## src/rtl/soft_proc_pkg.sv

```systemverilog
// soft_proc_pkg: opcode constants and sequencer state encoding shared by the soft processor run-control logic
package soft_proc_pkg;
  localparam logic [3:0] OP_JMP = 4'hC;
  localparam logic [3:0] OP_JZ  = 4'hD;
  localparam logic [3:0] OP_JC  = 4'hE;
  localparam logic [3:0] OP_HLT = 4'hF;
  typedef enum logic [2:0] {
    S_IDLE,
    S_RUN,
    S_ISSUE,
    S_SETTLE,
    S_BRK,
    S_HALT
  } seq_state_t;
endpackage

```

## src/rtl/exec_sequencer_rate_divider.sv

```systemverilog
// rate_divider: free-run pacing counter, tc pulses on the last of RATE_DIV enabled cycles
//   clk, rst : clock, sync active-high reset
//   en       : count while high
//   clr      : force count back to zero
//   tc       : one-cycle terminal-count pulse
module rate_divider #(
  parameter int RATE_DIV = 25_000_000
) (
  input  logic clk,
  input  logic rst,
  input  logic en,
  input  logic clr,
  output logic tc
);
  localparam int W = $clog2(RATE_DIV);
  logic [W-1:0] cnt_q;
  assign tc = en && cnt_q == W'(RATE_DIV - 1);
  always_ff @(posedge clk) begin
    if (rst || clr) cnt_q <= '0;
    else if (en) cnt_q <= tc ? '0 : cnt_q + 1'b1;
  end
endmodule

```

## src/rtl/exec_sequencer.sv

```systemverilog
// exec_sequencer: run-control sequencer turning button pulses into core step strobes
//   SYSCLK, RESET                 : clock, sync active-high reset
//   STEP_REQ, RUN_REQ, CLEAR_REQ  : one-cycle request pulses
//   PC, OPCODE                    : current core PC and opcode at PC
//   BP_EN, BP_ADDR                : PC breakpoint
//   STEP_OUT                      : one-cycle step strobe to the core
//   RUNNING, HALTED, BP_HIT       : status decoded from state
//   INSTR_CNT                     : saturating count of issued steps
module exec_sequencer
  import soft_proc_pkg::*;
#(
  parameter int RATE_DIV = 25_000_000,
  parameter int CNT_W    = 8
) (
  input  logic             SYSCLK,
  input  logic             RESET,
  input  logic             STEP_REQ,
  input  logic             RUN_REQ,
  input  logic             CLEAR_REQ,
  input  logic [3:0]       PC,
  input  logic [3:0]       OPCODE,
  input  logic             BP_EN,
  input  logic [3:0]       BP_ADDR,
  output logic             STEP_OUT,
  output logic             RUNNING,
  output logic             HALTED,
  output logic             BP_HIT,
  output logic [CNT_W-1:0] INSTR_CNT
);
  seq_state_t state_q, state_d, ret_q, ret_d;
  logic skip_q, skip_d;
  logic [CNT_W-1:0] cnt_q, cnt_d;
  logic tc;
  logic is_hlt;
  assign is_hlt = OPCODE == OP_HLT;
  // Divider only runs in RUN and is held at zero everywhere else, so every RUN entry starts a fresh period.
  rate_divider #(.RATE_DIV(RATE_DIV)) u_div (
    .clk (SYSCLK),
    .rst (RESET),
    .en  (state_q == S_RUN),
    .clr (CLEAR_REQ || state_q != S_RUN),
    .tc  (tc)
  );
  always_comb begin
    state_d = state_q;
    ret_d   = ret_q;
    skip_d  = skip_q;
    cnt_d   = cnt_q;
    if (CLEAR_REQ) begin
      state_d = S_IDLE;
      skip_d  = 1'b0;
      cnt_d   = '0;
    end else begin
      unique case (state_q)
        S_IDLE: begin
          if (STEP_REQ) begin
            state_d = is_hlt ? S_HALT : S_ISSUE;
            ret_d   = S_IDLE;
          end else if (RUN_REQ) state_d = S_RUN;
        end
        S_RUN: begin
          if (RUN_REQ) state_d = S_IDLE;
          else if (tc) begin
            if (is_hlt) state_d = S_HALT;
            else if (BP_EN && PC == BP_ADDR && !skip_q) state_d = S_BRK;
            else begin
              state_d = S_ISSUE;
              ret_d   = S_RUN;
              skip_d  = 1'b0;
            end
          end
        end
        S_ISSUE: begin
          state_d = S_SETTLE;
          cnt_d   = &cnt_q ? cnt_q : cnt_q + 1'b1;
        end
        S_SETTLE: state_d = ret_q;
        S_BRK: begin
          if (STEP_REQ) begin
            state_d = is_hlt ? S_HALT : S_ISSUE;
            ret_d   = S_IDLE;
          end else if (RUN_REQ) begin
            // Resume lets the breakpoint instruction itself execute once.
            state_d = S_RUN;
            skip_d  = 1'b1;
          end
        end
        S_HALT: state_d = S_HALT;
        default: state_d = S_IDLE;
      endcase
    end
  end
  always_ff @(posedge SYSCLK) begin
    if (RESET) begin
      state_q <= S_IDLE;
      ret_q   <= S_IDLE;
      skip_q  <= 1'b0;
      cnt_q   <= '0;
    end else begin
      state_q <= state_d;
      ret_q   <= ret_d;
      skip_q  <= skip_d;
      cnt_q   <= cnt_d;
    end
  end
  assign STEP_OUT  = state_q == S_ISSUE;
  assign RUNNING   = state_q == S_RUN || ((state_q == S_ISSUE || state_q == S_SETTLE) && ret_q == S_RUN);
  assign HALTED    = state_q == S_HALT;
  assign BP_HIT    = state_q == S_BRK;
  assign INSTR_CNT = cnt_q;
endmodule
```

## config.mk

```make
export PLATFORM = sky130hd
export DESIGN_NAME = exec_sequencer
export DESIGN_NICKNAME = d
export VERILOG_FILES = /design/src/rtl/soft_proc_pkg.sv /design/src/rtl/exec_sequencer_rate_divider.sv /design/src/rtl/exec_sequencer.sv
export SDC_FILE = /design/constraint.sdc
export NUM_CORES = 1
export LEC_CHECK = 0
export ABC_AREA = 1
export BUFFER_PORTS_ARGS = -buffer_cell sky130_fd_sc_hd__buf_2
export CORE_ASPECT_RATIO = 0.8
export CORE_MARGIN = 2
export CORE_UTILIZATION = 41
export DETAILED_ROUTE_END_ITERATION = 10
export PLACE_DENSITY = 0.57
export SLEW_MARGIN = 10
export SYNTH_ARGS = -nofsm -noshare
export SYNTH_HDL_FRONTEND = slang
export SYNTH_SLANG_ARGS = --single-unit
```

## constraint.sdc

```tcl
create_clock -name SYSCLK -period 2.4 [get_ports SYSCLK]
set_clock_uncertainty 0.2 [all_clocks]
set_input_delay 0.12 -clock SYSCLK [delete_from_list [all_inputs] [get_ports SYSCLK]]
set_output_delay 0.12 -clock SYSCLK [all_outputs]
set_load 0.02 [all_outputs]
```

---- Yosys cells after proc, flatten, opt, wreduce, memory -nomap -nowiden ----
Cells that the tools add are included.
Widths: inputs -> output; s select.
storage, ports and cells
  output and inout bits ................... 12
  word-level logic and storage cells ...... 69
  flip-flop bits (word level) ............. 40
  input port bits ......................... 18
operators by class
  reduce and logical (&&, ||, !) cells .... 19
  mux-type cells .......................... 22
  bitwise logic cells ..................... 2
  equal/unequal tests ..................... 19
  $add $sub $neg .......................... 2
operators with widths
  kind                   number
  $mux 3                 12
  $add 25x1->25 const B  1
  $eq 25x25->1 const B   1
  $mux 25                1
  $pmux 3 s5             1
  $reduce_and 7->1       2
  $ne 2x2->1 const B     6
  $add 8x1->8 const B    1
  $reduce_and 8->1       1
  $eq 3x1->1 const B     2
  $eq 3x2->1 const B     2
  $eq 3x3->1 const B     2
  $mux 1                 6
  $ne 3x1->1 const B     2
  $pmux 3 s2             1
  $eq 4x4->1             1
  $eq 4x4->1 const B     1
  $logic_and 1x1->1      4
  $logic_or 1x1->1       4
  $reduce_and 2->1       2
  $reduce_bool 2->1      2
  $reduce_or 2->1        2
  $logic_not 3->1        1
  $ne 3x3->1 const B     1
  other kinds (4)        5

---- Depth between registers and ports, before layout ----
  depth after elaboration ................. 8
  depth in mapped cells ................... 11
  mapped depth without buffers ............ 11

---- Cells and area by module ----
Synthesis repeated with hierarchy kept, for this count alone.
second synthesis, totals
  cell total of the unflattened synthesis .. 400
  area total of the unflattened synthesis .. 2486.1 um^2
modules (own cells, without submodules)
  module          seq. area each (um^2)  times used  cells each  area each (um^2)
  rate_divider    500.5                  1           256         1604.0
  exec_sequencer  260.2                  1           144         882.1

---- Worst setup path before layout ----
No wires, ideal clock.
  path type ............................... reg-to-reg
  from .................................... register cnt_q[1], in the netlist INSTR_CNT[1]
  to ...................................... register cnt_q[2], in the netlist INSTR_CNT[2]
  path buffers ............................ 0
  required time ........................... 2.136 ns
  cell stages (with the launch flop) ...... 10
  setup slack ............................. 0.620 ns
  period minus slack after synthesis ...... 1.780 ns
  arrival time ............................ 1.516 ns
  setup time .............................. 0.064 ns
  cells stage by stage .................... dfxtp_1 > ha_1 > inv_1 > nor4_2 > nand2_1 > nand2_2 > inv_2 > nand3_1 > nand2_1 > nor2_1
on the way
  word-level cells in the longest chain between the ends .. 3
  elaborated cells between the ends (all ways) .. 4
  classes of those cells .................. add/sub: 1; bitwise: 1; reduce/logical: 2
ends and longest elaborated chain
  element                                                              RTL line               text
  start, declared                                                      exec_sequencer.sv:32   logic [CNT_W-1:0] cnt_q, cnt_d;
  start signal, assigned                                               exec_sequencer.sv:103  cnt_q <= cnt_d;
  parallel branches: the longest is 3 deep, another holds $add 8x1->8  --
Several ways; the timed one is not identified.
A chain may end at the register's enable or synchronous reset.

---- Final worst setup path ----
  from .................................... register u_div.cnt_q[0]
  to ...................................... register ret_q[0]
on the way
  word-level cells in the longest chain between the ends .. 4
ends and longest elaborated chain
  element                            RTL line                           text
  start, declared                    exec_sequencer_rate_divider.sv:16  logic [W-1:0] cnt_q;
  start signal, assigned             exec_sequencer_rate_divider.sv:20  else if (en) cnt_q <= tc ? '0 : cnt_q + 1'b1;
  $eq 25x25->1                       exec_sequencer_rate_divider.sv:17  assign tc = en && cnt_q == W'(RATE_DIV - 1);
  $logic_and 1x1->1                  exec_sequencer_rate_divider.sv:17
  $ne 2x2->1 (no source line)        --
  $reduce_and 7->1 (no source line)  --
  end signal, assigned               exec_sequencer.sv:101              ret_q <= ret_d;
  end, declared                      exec_sequencer.sv:30               seq_state_t state_q, state_d, ret_q, ret_d;
No other way between the ends.

==> metrics.md <==
| Metric | Value |
|---|---|
| Outcome | finished clean |
| TritonCTS clock tree | built |
| Antenna Diode Count | 0 |
| Slowest cell on the critical path | sky130_fd_sc_hd__dlygate4sd3_1 |
| Final GP Congestion | 0.918 |
| Total of warnings raised by yosys | 0 |
| Mux cell area share after synthesis | 0% |
| Worst setup path class | reg -> reg |
| Arrival time of the worst setup path | 2.26 ns |
| Crit. End Element | flip-flop |
| Fraction of the mapped netlist area in compound gates | a little under a tenth |
| XOR/XNOR Fraction of Synth Area | 3.85% |
| Adder-cell area share of the yosys netlist | 1.10% |
| Worst-case reg-to-reg path depth | 11 |
| Clock sinks | 38 |
| Cell accounting for the most synthesized area | sky130_fd_sc_hd__dfxtp_1 |
| Remaining DRCs | 0 |
| Slack of the worst reg-to-reg path | around 0.14 ns |
| Sequential share of the synthesized area | 33.4% |
| Largest net degree at the start of global routing | 12 |
| Port bufs | 29 |
| Synthesized netlist net count | 379 |
| Worst min-delay path startpoint | STEP_REQ |
| Proportion of netlist area held by the largest area contributor | about a third |
| Max-slew violation total from the final report | 0 |
| Top_reg_cell synth | sky130_fd_sc_hd__dfxtp_1 |
| Synthesized area per cell | 6.34 sq um |
| Most frequent cell after synthesis | sky130_fd_sc_hd__nand2_1 |
| Crit path largest cell delay | about 0.54 ns |
| Share of async-settable or async-resettable flops after synthesis | 0% |
| Number of buffers created by CTS | 5 |
| Utilization after layout | 49.5% |
| Data required time of the worst path | 2.41 ns |
| Top cells by instance count after synthesis | sky130_fd_sc_hd__nand2_1 (91), sky130_fd_sc_hd__inv_1 (54), sky130_fd_sc_hd__nor2_1 (54) |
| Final critical-path required period | 2.26 ns |
| Finished layout cell area | 0.00268 sq mm |
| Largest buffer count on any clock path | 2 |
| Number of vias in the routed layout | 2293 |
| Max IR drop VDD | 0.234 mV |
| Register bit total from synthesis | 38 |
| Final HPWL from detailed placement | 4.36 mm |
| Slew HR | 78.5% |
| Count of flip-flops with a built-in enable after synthesis | 0 |
| Area after DPL | 0.00250 sq mm |
| Post-synthesis simple-gate area fraction | 41.5% |
| Number of max-cap violations | 0 |
| H-tree lvl count | 2 |
| Via density | between 4 and 5 |
| Critical Path, Cell by Cell | ha_2, nand3_2, inv_2, nand2_1, nor2_2, nand3_1, nand2_2, nand4_1, nand2_1, dlygate4sd3_1, nor2_1 |
| Aggregate global routing overflow | 0 |
| Gate family responsible for the most delay along the worst path | simple AND/OR/NAND/NOR gates |
| Clock-pin slew on the worst setup and hold paths | approximately 0.080 ns |
| Critical Path Source Type | flip-flop |
| Highest Clock Rate | ~0.44 GHz |
| RSZ-0062 raised after global routing | no |
| Routed length per instance | 12.1 microns |
| Total area of multi-input combinational cells | around 0.0013 sq mm |
| Launching point of the worst reg2reg path | u_div.cnt_q[0] |
| Core box area | 0.00541 sq mm |
| Starting density of the core | 42.1% |
| Final antenna-violating net count | 0 |
| Storage element area | 761 sq um |
| Clock latency on the worst-skew pair | 0.30 ns |
| Fillers | ~570 |
| Worst-margin pin slew | 0.319 ns |
| Cell repeated most along the worst path | sky130_fd_sc_hd__nand2_1 |
| Boundary pin count | 30 |
| Total Die Area | around 0.0062 sq mm |
| Total power density per cell area | 496 mW/mm^2 |
| Destination of the worst register-to-register timing path | ret_q[0] |
| Area growth from synthesis to layout | 17.7% |
| Syn Std Cell Area | 0.00227 sq mm |
| Number of buffer and inverter instances along the worst setup path | 2 |
| Final hold vios | 0 |
| Share of layout cells above drive strength 1 | around 16% |
| Endpoint, Worst Hold | state_q[2] |
| Hold_ws | between 0.05 and 0.06 ns |
| Leakage | roughly 1.1 nW |
| Via count of the first global-routing pass | slightly above 2k |
| Aggregate routed wire length | 5.63 mm |
| Synth top area cells | sky130_fd_sc_hd__dfxtp_1 (33%), sky130_fd_sc_hd__nand2_1 (15%), sky130_fd_sc_hd__inv_1 (8.9%) |
| Combinational family with the most area after synthesis | simple AND/OR/NAND/NOR gates |
| Overall die height | 70.6 microns |
| Worst Path Max Fanout | 3 |
| Number of design-rule violations left by the first detailed-router iteration | 126 |
| Chip width | 87.3 microns |
| Number of antenna violations at the first check in global routing | 0 |
| GRT Total Usage | 19.7% |
| Number of standard cells in the final layout excluding fillers | 467 |
| Distinct cells, synth | 28 |
| Sum Neg Setup Slack | 0 ns |
| Hold Path Depth | 5 |
| Placed insts | approximately 450 |
| Ratio of final minimum period to clock period | 94.0% |
| Net count reported at finish | 422 |
| Standard-cell rows | 24 |
| First-pass GRT wire length | 9.69 mm |
| Worst min path class | in -> reg |
| Count of final setup violators | 0 |
| Clock tree root buffer cell | sky130_fd_sc_hd__clkbuf_8 |
| Drt first pass iters | 4 |
| Synthesized netlist cell count | 359 |
[kinds of logic after synthesis]
logic type	after synthesis
flip-flops	38
XOR/XNOR	10
AND/OR/NAND/NOR	208
AO/OA/AOI/OAI	40
adder cells (fa/ha/maj)	2
buffers and inverters	61
[worst register-to-register path: cells and delay by family, from the launching register on]
family	cells	cell delay (ns)
flip-flops	1	0.37
adder cells (fa/ha/maj)	1	0.22
AND/OR/NAND/NOR	8	0.75
buffers and inverters	2	0.64
[sequential cells by signal, indices dropped and copies added (netlist names)]
signal       cells
u_div.cnt_q     25
state_q          3
ret_q            1
skip_q           1
INSTR_CNT        8
[metrics by stage]
step	power [mW]	worst slack, ns
after floorplan	0.721	0.620
after global placement	0.757	0.463
after detailed placement	0.757	0.417
after CTS	1.34	0.0281
after global routing	1.38	0.00916
final	1.33	0.145
[layout by cell type, fill, tap and decap left out, types with 3 or more instances in the layout]
| cell | instances |
|---|---|
| sky130_fd_sc_hd__a21oi_1 | 19 |
| sky130_fd_sc_hd__a31oi_1 | 3 |
| sky130_fd_sc_hd__buf_2 | 29 |
| sky130_fd_sc_hd__buf_4 | 6 |
| sky130_fd_sc_hd__clkbuf_8 | 6 |
| sky130_fd_sc_hd__dfxtp_1 | 38 |
| sky130_fd_sc_hd__dlygate4sd3_1 | 4 |
| sky130_fd_sc_hd__inv_1 | 53 |
| sky130_fd_sc_hd__inv_2 | 5 |
| sky130_fd_sc_hd__nand2_1 | 90 |
| sky130_fd_sc_hd__nand2_2 | 4 |
| sky130_fd_sc_hd__nand3_1 | 21 |
| sky130_fd_sc_hd__nand4_1 | 8 |
| sky130_fd_sc_hd__nor2_1 | 53 |
| sky130_fd_sc_hd__nor2_2 | 3 |
| sky130_fd_sc_hd__nor3_1 | 13 |
| sky130_fd_sc_hd__nor3_2 | 5 |
| sky130_fd_sc_hd__o21ai_0 | 13 |
| sky130_fd_sc_hd__o21ai_1 | 4 |
| sky130_fd_sc_hd__xnor2_1 | 3 |
| sky130_fd_sc_hd__xor2_1 | 7 |
[power by group]
| part | switching (mW) | internal [mW] | total [mW] |
|---|---|---|---|
| Combinational | 0.0660 | 0.0461 | 0.112 |
| Clock | 0.244 | 0.333 | 0.577 |
| Sequential | 0.00431 | 0.635 | 0.639 |
[worst max path at each step]
| stage | endpoint | slack [ns] | start | cells past startpoint |
|---|---|---|---|---|
| after floorplan | INSTR_CNT[2] | 0.62 | INSTR_CNT[1] | 9 |
| after global placement | u_div.cnt_q[10] | 0.46 | u_div.cnt_q[0] | 10 |
| after detailed placement | u_div.cnt_q[10] | 0.42 | u_div.cnt_q[0] | 10 |
| after CTS | ret_q[0] | 0.03 | u_div.cnt_q[0] | 11 |
| after global routing | ret_q[0] | 0.009 | u_div.cnt_q[0] | 11 |
| final | ret_q[0] | 0.14 | u_div.cnt_q[0] | 11 |
[area by class of cell]
cell class,instances,area share (%)
flip-flops and latches,38,28.4
inverters,58,8.13
well taps,65,3.04
clock inverters,1,1.12
clock buffers,6,3.08
multi-input cells,260,47.6
repair buffers,39,8.60
[timing repair]
item                                    in CTS  in global routing
gates resized for setup                      0                  5
setup buffers                                0                  2
endpoints found under the setup margin       0                  1
endpoints found under the hold margin        2                  0
hold buffers                                 4                  0
[metal layers]
layer | vias up | wire, microns | track usage [%]
met1 | 997 | 3000 | 31.2
met3 | 4 | 398 | 3.50
met5 | - | 0 | 0
met4 | 0 | 42 | 5.64
met2 | 64 | 2190 | 26.7
li1 | 1228 | - | -
(Power assumes the default switching activity.)
